<file path="config.mk">
export PLATFORM = sky130hd
export DESIGN_NAME = req_burst_ctrl
export DESIGN_NICKNAME = d
export VERILOG_FILES = /design/src/rtl/req_burst_ctrl.sv
export SDC_FILE = /design/constraint.sdc
export NUM_CORES = 1
export LEC_CHECK = 0
export CAP_MARGIN = 20
export CORE_MARGIN = 5
export CORE_UTILIZATION = 55
export CTS_BUF_LIST = sky130_fd_sc_hd__clkbuf_4 sky130_fd_sc_hd__clkbuf_8
export DETAILED_ROUTE_END_ITERATION = 6
export PLACE_DENSITY = 0.86
export SLEW_MARGIN = 40
export SYNTH_ARGS = -nofsm -noshare
export SYNTH_HDL_FRONTEND = slang
export SYNTH_SLANG_ARGS = --single-unit
</file>
<file path="constraint.sdc">
create_clock -name clk -period 1.8 [get_ports clk]
set_input_delay 0.18 -clock clk [delete_from_list [all_inputs] [get_ports clk]]
set_output_delay 0.18 -clock clk [all_outputs]
set_load 0.05 [all_outputs]
</file>
<file path="src/rtl/req_burst_ctrl.sv">
// req_burst_ctrl: turns per-client burst start pulses into held level requests with a release gap and wait timeout
module req_burst_ctrl #(
  parameter int LEN_W = 4,
  parameter int WAIT_MAX = 255,
  parameter int WCNT_W = 8
) (
  input  logic             clk,
  input  logic             reset,
  input  logic [3:1]       start,
  input  logic [LEN_W-1:0] len1,
  input  logic [LEN_W-1:0] len2,
  input  logic [LEN_W-1:0] len3,
  input  logic [3:1]       g,
  output logic [3:1]       r,
  output logic [3:1]       busy,
  output logic [3:1]       done,
  output logic [3:1]       timeout
);
  typedef enum logic [1:0] {IDLE, WAIT, XFER, GAP} state_t;
  for (genvar i = 1; i <= 3; i++) begin : ch
    state_t st;
    logic [LEN_W-1:0] len_i, len_q, beat_cnt;
    logic [WCNT_W-1:0] wait_cnt;
    logic r_q, busy_q, done_q, to_q;
    assign len_i = i == 1 ? len1 : i == 2 ? len2 : len3;
    assign r[i] = r_q;
    assign busy[i] = busy_q;
    assign done[i] = done_q;
    assign timeout[i] = to_q;
    always_ff @(posedge clk or posedge reset)
      if (reset) begin
        st <= IDLE;
        len_q <= '0;
        beat_cnt <= '0;
        wait_cnt <= '0;
        r_q <= 1'b0;
        busy_q <= 1'b0;
        done_q <= 1'b0;
        to_q <= 1'b0;
      end else begin
        done_q <= 1'b0;
        to_q <= 1'b0;
        unique case (st)
          IDLE:
            if (start[i] && len_i != '0) begin
              st <= WAIT;
              len_q <= len_i;
              beat_cnt <= '0;
              wait_cnt <= '0;
              r_q <= 1'b1;
              busy_q <= 1'b1;
            end
          WAIT:
            if (g[i]) begin
              beat_cnt <= LEN_W'(1);
              if (len_q == LEN_W'(1)) begin
                st <= GAP;
                r_q <= 1'b0;
                done_q <= 1'b1;
              end else st <= XFER;
            end else if (wait_cnt == WCNT_W'(WAIT_MAX - 1)) begin
              st <= GAP;
              r_q <= 1'b0;
              to_q <= 1'b1;
            end else wait_cnt <= wait_cnt + WCNT_W'(1);
          XFER:
            if (g[i]) begin
              beat_cnt <= beat_cnt + LEN_W'(1);
              if (beat_cnt + LEN_W'(1) == len_q) begin
                st <= GAP;
                r_q <= 1'b0;
                done_q <= 1'b1;
              end
            end
          GAP: begin
            st <= IDLE;
            busy_q <= 1'b0;
          end
        endcase
      end
  end
endmodule

</file>
Yosys cells after proc, flatten, opt, wreduce, memory -nomap -nowiden
Index checks and enable logic that the tools add are counted.
- bits in registers: 66
- word-level logic and storage cells: 201
- multiplexer cells: 93
- reductions and logical operators: 36
- $add $sub $neg: 6
- eq/ne operators: 42
- operator list (kind ; count):
    $mux 8 ; 9
    $pmux 8 s2 ; 3
    $mux 1 ; 42
    $mux 4 ; 9
    $ne 2x2->1 const B ; 18
    $pmux 4 s3 ; 3
    $reduce_and 4->1 ; 9
    $mux 2 ; 15
    $add 8x1->8 const B ; 3
    $eq 8x8->1 const B ; 3
    $pmux 2 s4 ; 3
    $ne 3x3->1 const B ; 6
    $reduce_and 6->1 ; 3
    $add 4x1->4 const B ; 3
    $eq 2x2->1 const B ; 6
    $eq 4x1->1 const B ; 3
    $eq 4x4->1 ; 3
    $pmux 1 s2 ; 6
    $reduce_and 2->1 ; 6
    $reduce_bool 2->1 ; 6
    $reduce_bool 4->1 ; 3
    $pmux 1 s3 ; 3
    $reduce_bool 3->1 ; 3
    $eq 2x1->1 const B ; 3
    other kinds (2) ; 6

Longest topological paths before layout
Gate-level depths: netlist (run 1).
- depth in word-level cells: 5
- depth in mapped cells: 9
- mapped depth without buffers: 7

Least setup slack after synthesis (run 1)
OpenSTA, ideal clock, no wires.
- kind: reg-to-reg
- start point: reg ch[1].st[0]
- end point: reg ch[1].beat_cnt[3]
- path slack: -0.197 ns
- data required time: 1.734 ns
- data arrival time: 1.931 ns
- cell stages (with the launch flop): 9
- path buffers: 2
- library setup time: 0.066 ns
- path through: dfrtp_1 -> inv_1 -> ha_1 -> clkbuf_1 -> and2_4 -> or3_1 -> clkbuf_2 -> or4_1 -> nand2_1
- longest elaborated chain between the ends: 3
- ends and longest elaborated chain (what ; line ; text):
    from (decl) ; 21 ; state_t st;
    from (signal assigned) ; 32 ; st <= IDLE;
    from (signal assigned) ; 46 ; st <= WAIT;
    from (signal assigned) ; 57 ; st <= GAP;
    $eq 2x1->1, or another cell as far along ; 43 ; unique case (st)
    $ne 2x2->1 (no source line) or $reduce_bool 3->1 (tied branches) ; -- ;
    $reduce_and 4->1 (no source line) ; -- ;
    to (signal assigned) ; 68 ; beat_cnt <= beat_cnt + LEN_W'(1);
    to (decl) ; 22 ; logic [LEN_W-1:0] len_i, len_q, beat_cnt;
Several ways; a longest one is shown, not always the timed one.
A chain may end at the register's enable or synchronous reset.

Worst setup path in the final report (run 1)
- start point: reg ch[1].st[0]
- end point: reg ch[1].wait_cnt[7]
- longest elaborated chain between the ends: 3
- ends and longest elaborated chain (what ; line ; text):
    $eq 2x1->1 or $logic_not 2->1 (tied branches) ; 43 ;
    $ne 2x2->1 (no source line) or $reduce_bool 2->1 (tied branches) ; -- ;
    $reduce_and 4->1 (no source line) ; -- ;
    to (signal assigned) ; 65 ; end else wait_cnt <= wait_cnt + WCNT_W'(1);
    to (decl) ; 23 ; logic [WCNT_W-1:0] wait_cnt;
Several ways; a longest one is shown, not always the timed one.

==> flow_metrics.py, run 1 <==
metrics = {
    "layout": {
        "syn_to_final_growth_pct": 39.99,
        "nFillCells": 364,
        "ff_latch_area_um2": 1654,
        "drive_above_1_share_pct": 36.52,
        "nets": 559,
        "final_core_util_pct": 80.40,
        "multi_input_area_um2": 2450,
        "n_antenna_cell": 0,
    },
    "yosys": {
        "yosys_register_bits": 66,
        "synthCells": 410,
        "syn_area_um2": 3945,
        "yosys_warnings": 0,
        "synth_edf_count": 0,
        "netlist_top_cells_count": "66 x dfrtp_1, 36 x nand2_1, 32 x nor2_1, 25 x inv_1, 23 x o21ai_0",
        "syn_nets": 451,
        "synth_top_area_share_pct": 41.86,
        "synthFlopType": "dfrtp_1",
        "synth_most_common_cell": "dfrtp_1",
        "syn_area_per_cell_um2": 9.622,
        "async_reset_ff_share_pct": 100.0,
        "synth_cell_types": 58,
        "synthTopCellsByArea": "dfrtp_1 42%, ha_1 6.7%, mux2_2 4.0%, xnor2_1 4.0%, nand2_1 3.4%",
        "ys_seq_area_share_pct": 41.86,
        "synth_top_cell_by_area": "dfrtp_1",
    },
    "floorplan": {
        "start_util_pct": 57.43,
        "die_w_um": 94.69,
        "die_h_um": 94.69,
        "coreArea_um2": 6869,
        "die_area_um2": 8966,
        "ios": 32,
        "rows": 30,
    },
    "clock_tree": {
        "clk_path_buf_depth": 2,
        "clk_latency_ns": 0.35,
        "cts_tree": "built",
        "cts-buffers-inserted": 9,
        "clkTransAtPathRegs_ns": 0.08,
        "cts-root-buf": "clkbuf_8",
        "htree_num_levels": 3,
        "clkSinkCount": 66,
    },
    "drt": {
        "routed_via_density": 6.121,
        "firstDrtPassIters": 5,
        "final_antenna_net_count": 0,
        "routed_wirelength_mm": 12.16,
        "vias": 3789,
        "drtIter0Drc": 304,
        "drcViolationCount": 0,
        "post_drt_wl_per_cell_um": 19.65,
    },
    "grt": {
        "overflow": 0,
        "grt_pass1_wl_mm": 16.95,
        "grt_pass1_vias": 3672,
        "grt-busiest-layer": "met2",
        "grt_use_total_pct": 23.77,
        "antenna_found_initial": 0,
        "grt_util_met3_pct": 4.861,
        "grt_max_degree": 67,
        "use_met2_pct": 42.10,
        "use_met1_pct": 27.99,
    },
    "power": {
        "p_leak_nw": 2.437,
        "power_density_nw_per_um2": 1723,
        "power_mw": 9.514,
        "vdd_drop_max_mv": 1.131,
    },
    "sta": {
        "rsz0062_at_grt": "yes",
        "fmax_mhz": 524.4,
        "finalCritPeriodShare_pct": 105.9,
        "hold_slack_ns": 0.2688,
        "finClkSkew_ns": 0.01117,
        "min_period_ns": 1.907,
        "maxSlewViolCount": 0,
        "worst_slack_ns": -0.1070,
        "setup_viol": 10,
        "hold_viol": 0,
        "finalSetupTns_ns": -0.4875,
        "slew_headroom_pct": 63.55,
        "tightest_slew_ns": 0.5451,
    },
    "run": {
        "maxCapViolCount": 0,
    },
    "critical_path": {
        "worstPathRequired_ns": 2.03,
        "worstPathMaxFanout": 4,
        "setup.worst_path.class": "flop to flop",
        "cp-end-kind": "flop",
        "critPathArrivalTime_ns": 2.14,
        "crit_path_max_incr_delay_ns": 0.43,
        "cp_slowest_cell": "dfrtp_1",
        "path_cells": "buf_6 > inv_8 > ha_4 > nor2_2 > a221oi_4 > nand4_1 > buf_4 > o21a_1 > o22a_1",
        "start_kind": "flop",
    },
    "run_status": {
        "status": "complete, but fails checks",
        "violations": "setup timing",
    },
    "placement": {
        "gp_congestion": 0.8728,
        "dp_hpwl_mm": 6.711,
        "portBuffers": 31,
    },
    "hold_path": {
        "hp-class": "primary input to async pin",
    },
}
[state kept, by name, summed over array words and instances (netlist names)]
register     flops
ch.beat_cnt     12
ch.st            6
ch.busy_q        3
ch.len_q        12
ch.done_q        3
ch.wait_cnt     24
ch.to_q          3
ch.r_q           3
[path summary, 6_finish.rpt]
| path | to | depth (start not counted) | startpoint | slack [ns] |
|---|---|---|---|---|
| worst max-delay path | ch[1].wait_cnt[7] | 9 | ch[1].st[0] | -0.11 |
| max in group asynchronous | ch[3].st[0] | 3 | reset | 1.22 |
| worst max register to register | ch[1].wait_cnt[7] | 9 | ch[1].st[0] | -0.11 |
| worst min register to register | ch[1].r_q | 2 | ch[1].r_q | 0.54 |
| worst min-delay path | ch[1].to_q | 3 | reset | 0.27 |
| min in group clk | ch[3].len_q[1] | 2 | len3[1] | 0.49 |
[what timing repair did]
item / in CTS / in global routing
setup endpoints to repair: 13 / 46
gates resized for setup: 20 / 61
pin swaps: 12 / 32
setup buffers: 5 / 17
hold buffers: 0 / 0
[critical path, delay by kind of cell (launching register included)]
family | cells | cell delay (ns)
and+or+nand+nor | 2 | 0.24
adders and majority gates | 1 | 0.17
buffers and inverters | 3 | 0.40
AOI/OAI and AO/OA | 3 | 0.57
DFF | 1 | 0.43
[cell usage in the layout, fill, tap and decap left out, types with 5 or more instances in the layout]
cell type        count
xor2_1              10
xnor2_1             14
o21ai_0             17
inv_1               16
inv_2                7
clkdlybuf4s50_1     31
clkbuf_8            10
nand4_1             10
a211oi_1             5
buf_4               80
ha_4                 8
buf_6                6
a21o_1               5
a21oi_2              5
nor2_1              28
a21oi_1              9
mux2_2              14
dfrtp_1             64
nor3_1               6
nand2_1             33
ha_1                11
nor2b_1              5
nand3_1             17
[cells by family (layout without fill, tap and decap cells)]
| group | after synthesis | after routing | share of synthesized area (%) |
|---|---|---|---|
| AND/OR/NAND/NOR | 142 | 142 | 18.30 |
| AO/OA/AOI/OAI | 90 | 90 | 16.43 |
| flip-flops | 66 | 66 | 41.86 |
| buffers and inverters | 47 | 160 | 5.709 |
| XOR/XNOR | 29 | 29 | 6.787 |
| adder cells (fa/ha/maj) | 21 | 21 | 6.660 |
| multiplexers | 15 | 15 | 4.250 |
[per-layer routing]
metal	up-vias	part of all wire, %
met5	-	0
met4	0	5.0
met3	61	5.3
met2	179	53
met1	1861	37
li1	1688	-
[metrics by stage]
stage,instance area [um2],std cells,worst slack [ns]
2_1_floorplan,4050,410,-0.09485
6_report,5523,619,-0.1070
4_1_cts,5140,603,-0.05633
3_5_place_dp,4825,582,-0.3294
5_1_grt,5523,619,-0.2400
3_3_place_gp,4825,582,-0.2615
[power by group]
group          leakage [nW]  total [mW]  switching, mW  internal [mW]
sequential            0.858        2.38          0.430           1.95
combinational          1.49        5.97           3.06           2.91
clock                0.0885        1.16          0.614          0.546
total                  2.44        9.51           4.10           5.41
[area by class of cell]
| type | count | area share (%) |
|---|---|---|
| multi-input cells | 297 | 44.36 |
| clock inverters | 5 | 0.5437 |
| repair buffers | 119 | 18.44 |
| inverters | 25 | 1.903 |
| clock buffers | 11 | 2.628 |
| well taps | 96 | 2.175 |
| flip-flops and latches | 66 | 29.95 |
(Power assumes the default switching activity.)
==> run 2, diff against run 1 <==
- GPL_TIMING_DRIVEN: unset -> 0
==> run 2 against run 1 <==
Clock skew down 0.0070 ns. Critical path type unchanged. Largest cell class unchanged. First-iteration DRC count increased by 20%. The run still ends with setup timing left. Hold slack worse by 0.081 ns. Critical path depth down 3. Flip-flop and latch count unchanged. Sequential power up 6%. Via count fell by 4.1%.
==> flow_metrics.py, run 2 (synthesized netlist as in run 1, its figures left out) <==
metrics = {
    "critical_path": {
        "cp_slowest_cell": "or4_1",
        "critPathArrivalTime_ns": 2.26,
        "cpLargestDelayFamily": "simple AND/OR/NAND/NOR gates",
        "worstPathMaxFanout": 5,
        "path_cells": "inv_2 > ha_4 > and2_4 > or3_4 > or4_1 > nand2_1",
        "setup.worst_path.class": "flop to flop",
        "worstPathRequired_ns": 2.09,
        "crit_buf_inv": 1,
        "start_kind": "flop",
        "crit_path_max_incr_delay_ns": 0.53,
        "cp-end-kind": "flop",
    },
    "placement": {
        "gp_congestion": 0.8323,
        "dp.cells": 540,
        "portBuffers": 31,
        "dp_hpwl_mm": 6.071,
        "pre_cts_slack_ns": -0.4353,
        "post_dp_cell_area_um2": 4556,
    },
    "power": {
        "power_density_nw_per_um2": 1750,
        "vdd_drop_max_mv": 0.9305,
        "power_mw": 9.553,
        "p_leak_nw": 2.386,
    },
    "layout": {
        "mostFrequentLayoutCell": "dfrtp_1",
        "largest_reg_flops": 24,
        "nets": 535,
        "n_antenna_cell": 0,
        "top_register": "ch.wait_cnt",
        "reg_top3": "ch.wait_cnt x24, ch.beat_cnt x12, ch.len_q x12",
        "nFillCells": 369,
        "instances_no_fill": 595,
        "design_area_um2": 5460,
        "drive_above_1_share_pct": 33.87,
        "most-common-layout-cells": "59 x dfrtp_1, 55 x buf_4, 35 x nand2_1",
        "syn_to_final_growth_pct": 38.41,
    },
    "grt": {
        "grt_pass1_wl_mm": 15.50,
        "grt_max_degree": 26,
        "overflow": 0,
        "grt_use_total_pct": 21.85,
        "grt_pass1_vias": 3344,
        "antenna_found_initial": 0,
    },
    "drt": {
        "final_antenna_net_count": 0,
        "post_drt_wl_per_cell_um": 19.49,
        "routed_via_density": 6.109,
        "firstDrtPassIters": 7,
        "drcViolationCount": 0,
        "routed_wirelength_mm": 11.60,
        "drtIter0Drc": 366,
        "vias": 3635,
    },
    "clock_tree": {
        "cts_tree": "built",
        "clk_latency_ns": 0.35,
        "cts-buffers-inserted": 9,
        "hold_buffers": 0,
        "clk_path_buf_depth": 2,
        "clkTransAtPathRegs_ns": 0.07,
        "cts-root-buf": "clkbuf_8",
        "clkSinkCount": 66,
        "htree_num_levels": 3,
    },
    "run_status": {
        "violations": "setup timing",
        "status": "complete, but fails checks",
    },
    "floorplan": {
        "start_util_pct": 57.43,
        "die_h_um": 94.69,
        "ios": 32,
        "die_area_um2": 8966,
        "rows": 30,
        "coreArea_um2": 6869,
        "die_w_um": 94.69,
    },
    "sta": {
        "hold_viol": 0,
        "finClkSkew_ns": 0.004161,
        "finalCritPeriodShare_pct": 109.5,
        "hold_slack_ns": 0.1876,
        "worst_slack_ns": -0.1707,
        "fmax_mhz": 507.4,
        "tightest_slew_ns": 0.5104,
        "min_period_ns": 1.971,
        "maxSlewViolCount": 0,
        "setup_viol": 10,
        "slew_headroom_pct": 65.92,
        "rsz0062_at_grt": "yes",
    },
    "run": {
        "maxCapViolCount": 0,
    },
    "hold_path": {
        "hp-class": "primary input to async pin",
    },
}
[run 2: cell count changes in the layout (fill, tap and decap cells not counted), moves of 4 or more]
cell             previous run  this run
buf_4                      80        55
dlymetal6s2s_1              0         4
a21oi_2                     5         1
dfrtp_1                    64        59
clkdlybuf4s50_1            31        26
dfrtp_2                     2         7
[run 2: cell type report]
class,count,area (um2),share of cell area (%)
sequential,66,1660,30.41
tap,96,120.1,2.200
buffer,15,125.1,2.291
timing repair buffer,80,750.7,13.75
multi-input combinational,297,2461,45.07
clock inverter,4,72.57,1.329
inverter,25,105.1,1.925
clock buffer,12,165.2,3.025
[run 2: path summary, 6_finish.rpt]
path                         startpoint           endpoint  slack (ns)  cells after the start
max in group asynchronous         reset  ch[3].wait_cnt[0]        1.02                      4
min reg2reg                ch[2].busy_q       ch[2].busy_q        0.54                      2
max reg2reg                 ch[1].st[0]  ch[1].beat_cnt[3]       -0.17                      6
min                               reset       ch[1].busy_q        0.19                      2
min in group clk                len3[1]     ch[3].len_q[1]        0.48                      2
max                         ch[1].st[0]  ch[1].beat_cnt[3]       -0.17                      6
[run 2: per-layer routing]
layer / up-vias / routed length, um / GRT usage [%]
met1: 1750 / 4367 / 25.95
met4: 0 / 471 / 7.212
met3: 60 / 729 / 5.259
met5: - / 0 / 0
met2: 191 / 6030 / 38.64
li1: 1634 / - / -
[run 2: power by group]
part           total [mW]  switching, mW  internal, mW
registers            2.52          0.559          1.96
clock network        1.49          0.597         0.891
logic                5.54           2.89          2.65
[run 2: stage by stage]
| stage | util [%] | setup TNS (ns) |
|---|---|---|
| finish | 79.49 | -0.5135 |
| global route | 79.49 | -1.470 |
| CTS | 73.99 | -0.2390 |
| detailed placement | 66.32 | -11.01 |
| global placement | 65.23 | -8.619 |
| floorplan | - | -0.1399 |
[run 2: timing repair]
item / CTS / global route
gates resized for setup: 32 / 57
pin swaps: 13 / 33
setup buffers: 25 / 22
setup endpoints to repair: 30 / 40
[run 2: worst reg2reg max path, stage by stage, from the launching register on]
cell	delay [ns]
dfrtp_1	0.44
inv_2	0.12
ha_4	0.20
and2_4	0.14
or3_4	0.41
or4_1	0.53
nand2_1	0.08
==> run 3, diff against run 2 <==
- CORE_ASPECT_RATIO: unset -> 1.1
- TNS_END_PERCENT: unset -> 1
==> run 3 against run 2 <==
The flow still finishes with violations (setup timing). Setup slack better by 0.021 ns. Sequential share of layout area up 1.9 points. Utilization down 6.2 points. Via count down 2.5%.
==> flow_metrics.py, run 3 (synthesized netlist as in run 1, its figures left out) <==
metrics = {
    "run_status": {
        "status": "complete, but fails checks",
        "violations": "setup timing",
    },
    "critical_path": {
        "worstPathRequired_ns": 2.09,
        "cp-end-kind": "flop",
        "critPathArrivalTime_ns": 2.24,
        "r2r_cells": 7,
        "cp_slowest_cell": "or4_4",
        "r2r_slack_ns": -0.15,
        "crit_buf_inv": 2,
        "worstReg2RegStart": "ch[2].st[1]",
        "path_cells": "inv_2 > buf_4 > ha_4 > and2_2 > a21o_1 > or4_4 > a21oi_2",
        "path_depth": 7,
        "worstPathMaxFanout": 7,
        "cpLargestDelayFamily": "simple AND/OR/NAND/NOR gates",
        "r2r_end": "ch[2].wait_cnt[5]",
        "crit_end": "ch[2].wait_cnt[5]",
        "setup.worst_path.class": "flop to flop",
        "crit_path_start": "ch[2].st[1]",
        "crit_path_max_incr_delay_ns": 0.50,
        "start_kind": "flop",
    },
    "power": {
        "switchingPower_mw": 3.798,
        "power_density_nw_per_um2": 1724,
        "seqPwrFrac_pct": 28.3,
        "vdd_drop_max_mv": 0.9913,
        "switching_share_pct": 42.88,
        "pwr-share-clk_pct": 15.2,
        "combPwrFrac_pct": 56.5,
        "p_leak_nw": 2.220,
        "p_int_mw": 5.059,
    },
    "layout": {
        "mostFrequentLayoutCell": "dfrtp_1",
        "ff_latch_area_um2": 1658,
        "syn_to_final_growth_pct": 30.26,
        "final_core_util_pct": 73.34,
        "largest_reg_flops": 24,
        "instances_no_fill": 567,
        "drive_above_1_share_pct": 30.71,
        "nets": 519,
        "nFillCells": 427,
        "most-common-layout-cells": "61 x dfrtp_1, 48 x buf_4, 34 x nand2_1",
        "top_register": "ch.wait_cnt",
        "multi_input_area_um2": 2394,
        "design_area_um2": 5139,
        "n_antenna_cell": 0,
        "reg_top3": "ch.wait_cnt x24, ch.beat_cnt x12, ch.len_q x12",
    },
    "sta": {
        "fmax_mhz": 512.8,
        "rsz0062_at_grt": "yes",
        "finalCritPeriodShare_pct": 108.3,
        "hold_viol": 0,
        "tightest_slew_ns": 0.4995,
        "min_period_ns": 1.950,
        "hold_slack_ns": 0.1839,
        "maxSlewViolCount": 0,
        "worst_slack_ns": -0.1499,
        "finClkSkew_ns": 0.008078,
        "slew_headroom_pct": 66.60,
        "setup_viol": 14,
    },
    "floorplan": {
        "rows": 32,
        "die_w_um": 90.75,
        "coreArea_um2": 7007,
        "die_h_um": 98.83,
        "ios": 32,
        "start_util_pct": 56.30,
        "die_area_um2": 8968,
    },
    "placement": {
        "portBuffers": 31,
        "gp_congestion": 0.8668,
        "post_dp_cell_area_um2": 4414,
        "dp_hpwl_mm": 5.889,
        "dp.cells": 527,
        "pre_cts_slack_ns": -0.4722,
    },
    "clock_tree": {
        "htree_num_levels": 3,
        "clk_latency_ns": 0.36,
        "cts-root-buf": "clkbuf_8",
        "clk_path_buf_depth": 2,
        "cts_tree": "built",
        "clkTransAtPathRegs_ns": 0.07,
        "clkSinkCount": 66,
        "cts-buffers-inserted": 9,
    },
    "grt": {
        "antenna_found_initial": 0,
        "grt_max_degree": 36,
        "grt_use_total_pct": 21.88,
        "grt_pass1_wl_mm": 16.22,
        "overflow": 0,
        "grt_pass1_vias": 3458,
    },
    "drt": {
        "post_drt_wl_per_cell_um": 18.64,
        "final_antenna_net_count": 0,
        "drcViolationCount": 0,
        "firstDrtPassIters": 5,
        "routed_wirelength_mm": 10.57,
        "drtIter0Drc": 213,
        "vias": 3544,
        "routed_via_density": 6.250,
    },
    "hold_path": {
        "hp-class": "primary input to async pin",
    },
    "run": {
        "maxCapViolCount": 0,
    },
}
## run 3: cell types whose count changed in the layout (fill, tap and decap cells not counted), sizes merged
cell / delta
dlygate4sd2: -1
clkinvlp: -2
dlymetal6s2s: -4
buf: -12
inv: +1
clkbuf: +2
bufinv: -1
## run 3: what timing repair did
item,4_1_cts,5_1_grt
endpoints found under the setup margin,38,43
hold buffers,0,0
buffers inserted,16,15
pin swaps,8,18
resized for setup,41,47
## run 3: final cells by class
type                            instances  share of cell area [%]
Tap cell                               85                   2.070
Sequential cell                        66                   32.26
Inverter                               25                   1.875
Clock buffer                           13                   3.360
Multi-Input combinational cell        297                   46.58
Clock inverter                          2                  0.6818
Buffer                                 16                   2.386
Timing Repair Buffer                   63                   10.79
## run 3: worst min-delay path by stage
stage | end
final | ch[1].wait_cnt[7]
after global routing | ch[2].beat_cnt[1]
after CTS | ch[1].wait_cnt[7]
after detailed placement | ch[1].beat_cnt[1]
after global placement | ch[1].beat_cnt[1]
after floorplan | ch[1].to_q
## run 3: stage by stage
| stage | TNS [ns] | total power [mW] |
|---|---|---|
| CTS | -0.4926 | 7.966 |
| finish | -0.9129 | 8.857 |
| floorplan | -2.839 | 5.136 |
| global placement | -87.28 | 5.795 |
| global route | -2.261 | 9.343 |
| detailed placement | -13.26 | 5.998 |
## run 3: power by group through the flow
stage	registers [mW]	logic (mW)	clock network (mW)
after floorplan	2.32	2.82	0
after global placement	2.43	3.37	0
after detailed placement	2.46	3.53	0
after global routing	2.56	5.38	1.40
after CTS	2.42	4.22	1.32
final	2.51	5.01	1.34
## run 3: worst register-to-register path, cell delays in order (launching register included)
cell     delay, ns
dfrtp_1       0.40
inv_2         0.06
buf_4         0.14
ha_4          0.17
and2_2        0.23
a21o_1        0.24
or4_4         0.50
a21oi_2       0.14
## run 3: per-layer routing
metal / up-vias / share of wire, % / GRT usage (%)
li1: 1599 / - / -
met1: 1761 / 40 / 25.82
met2: 139 / 51 / 38.68
met3: 45 / 5.1 / 3.282
met4: 0 / 4.0 / 10.65
met5: - / 0 / 0
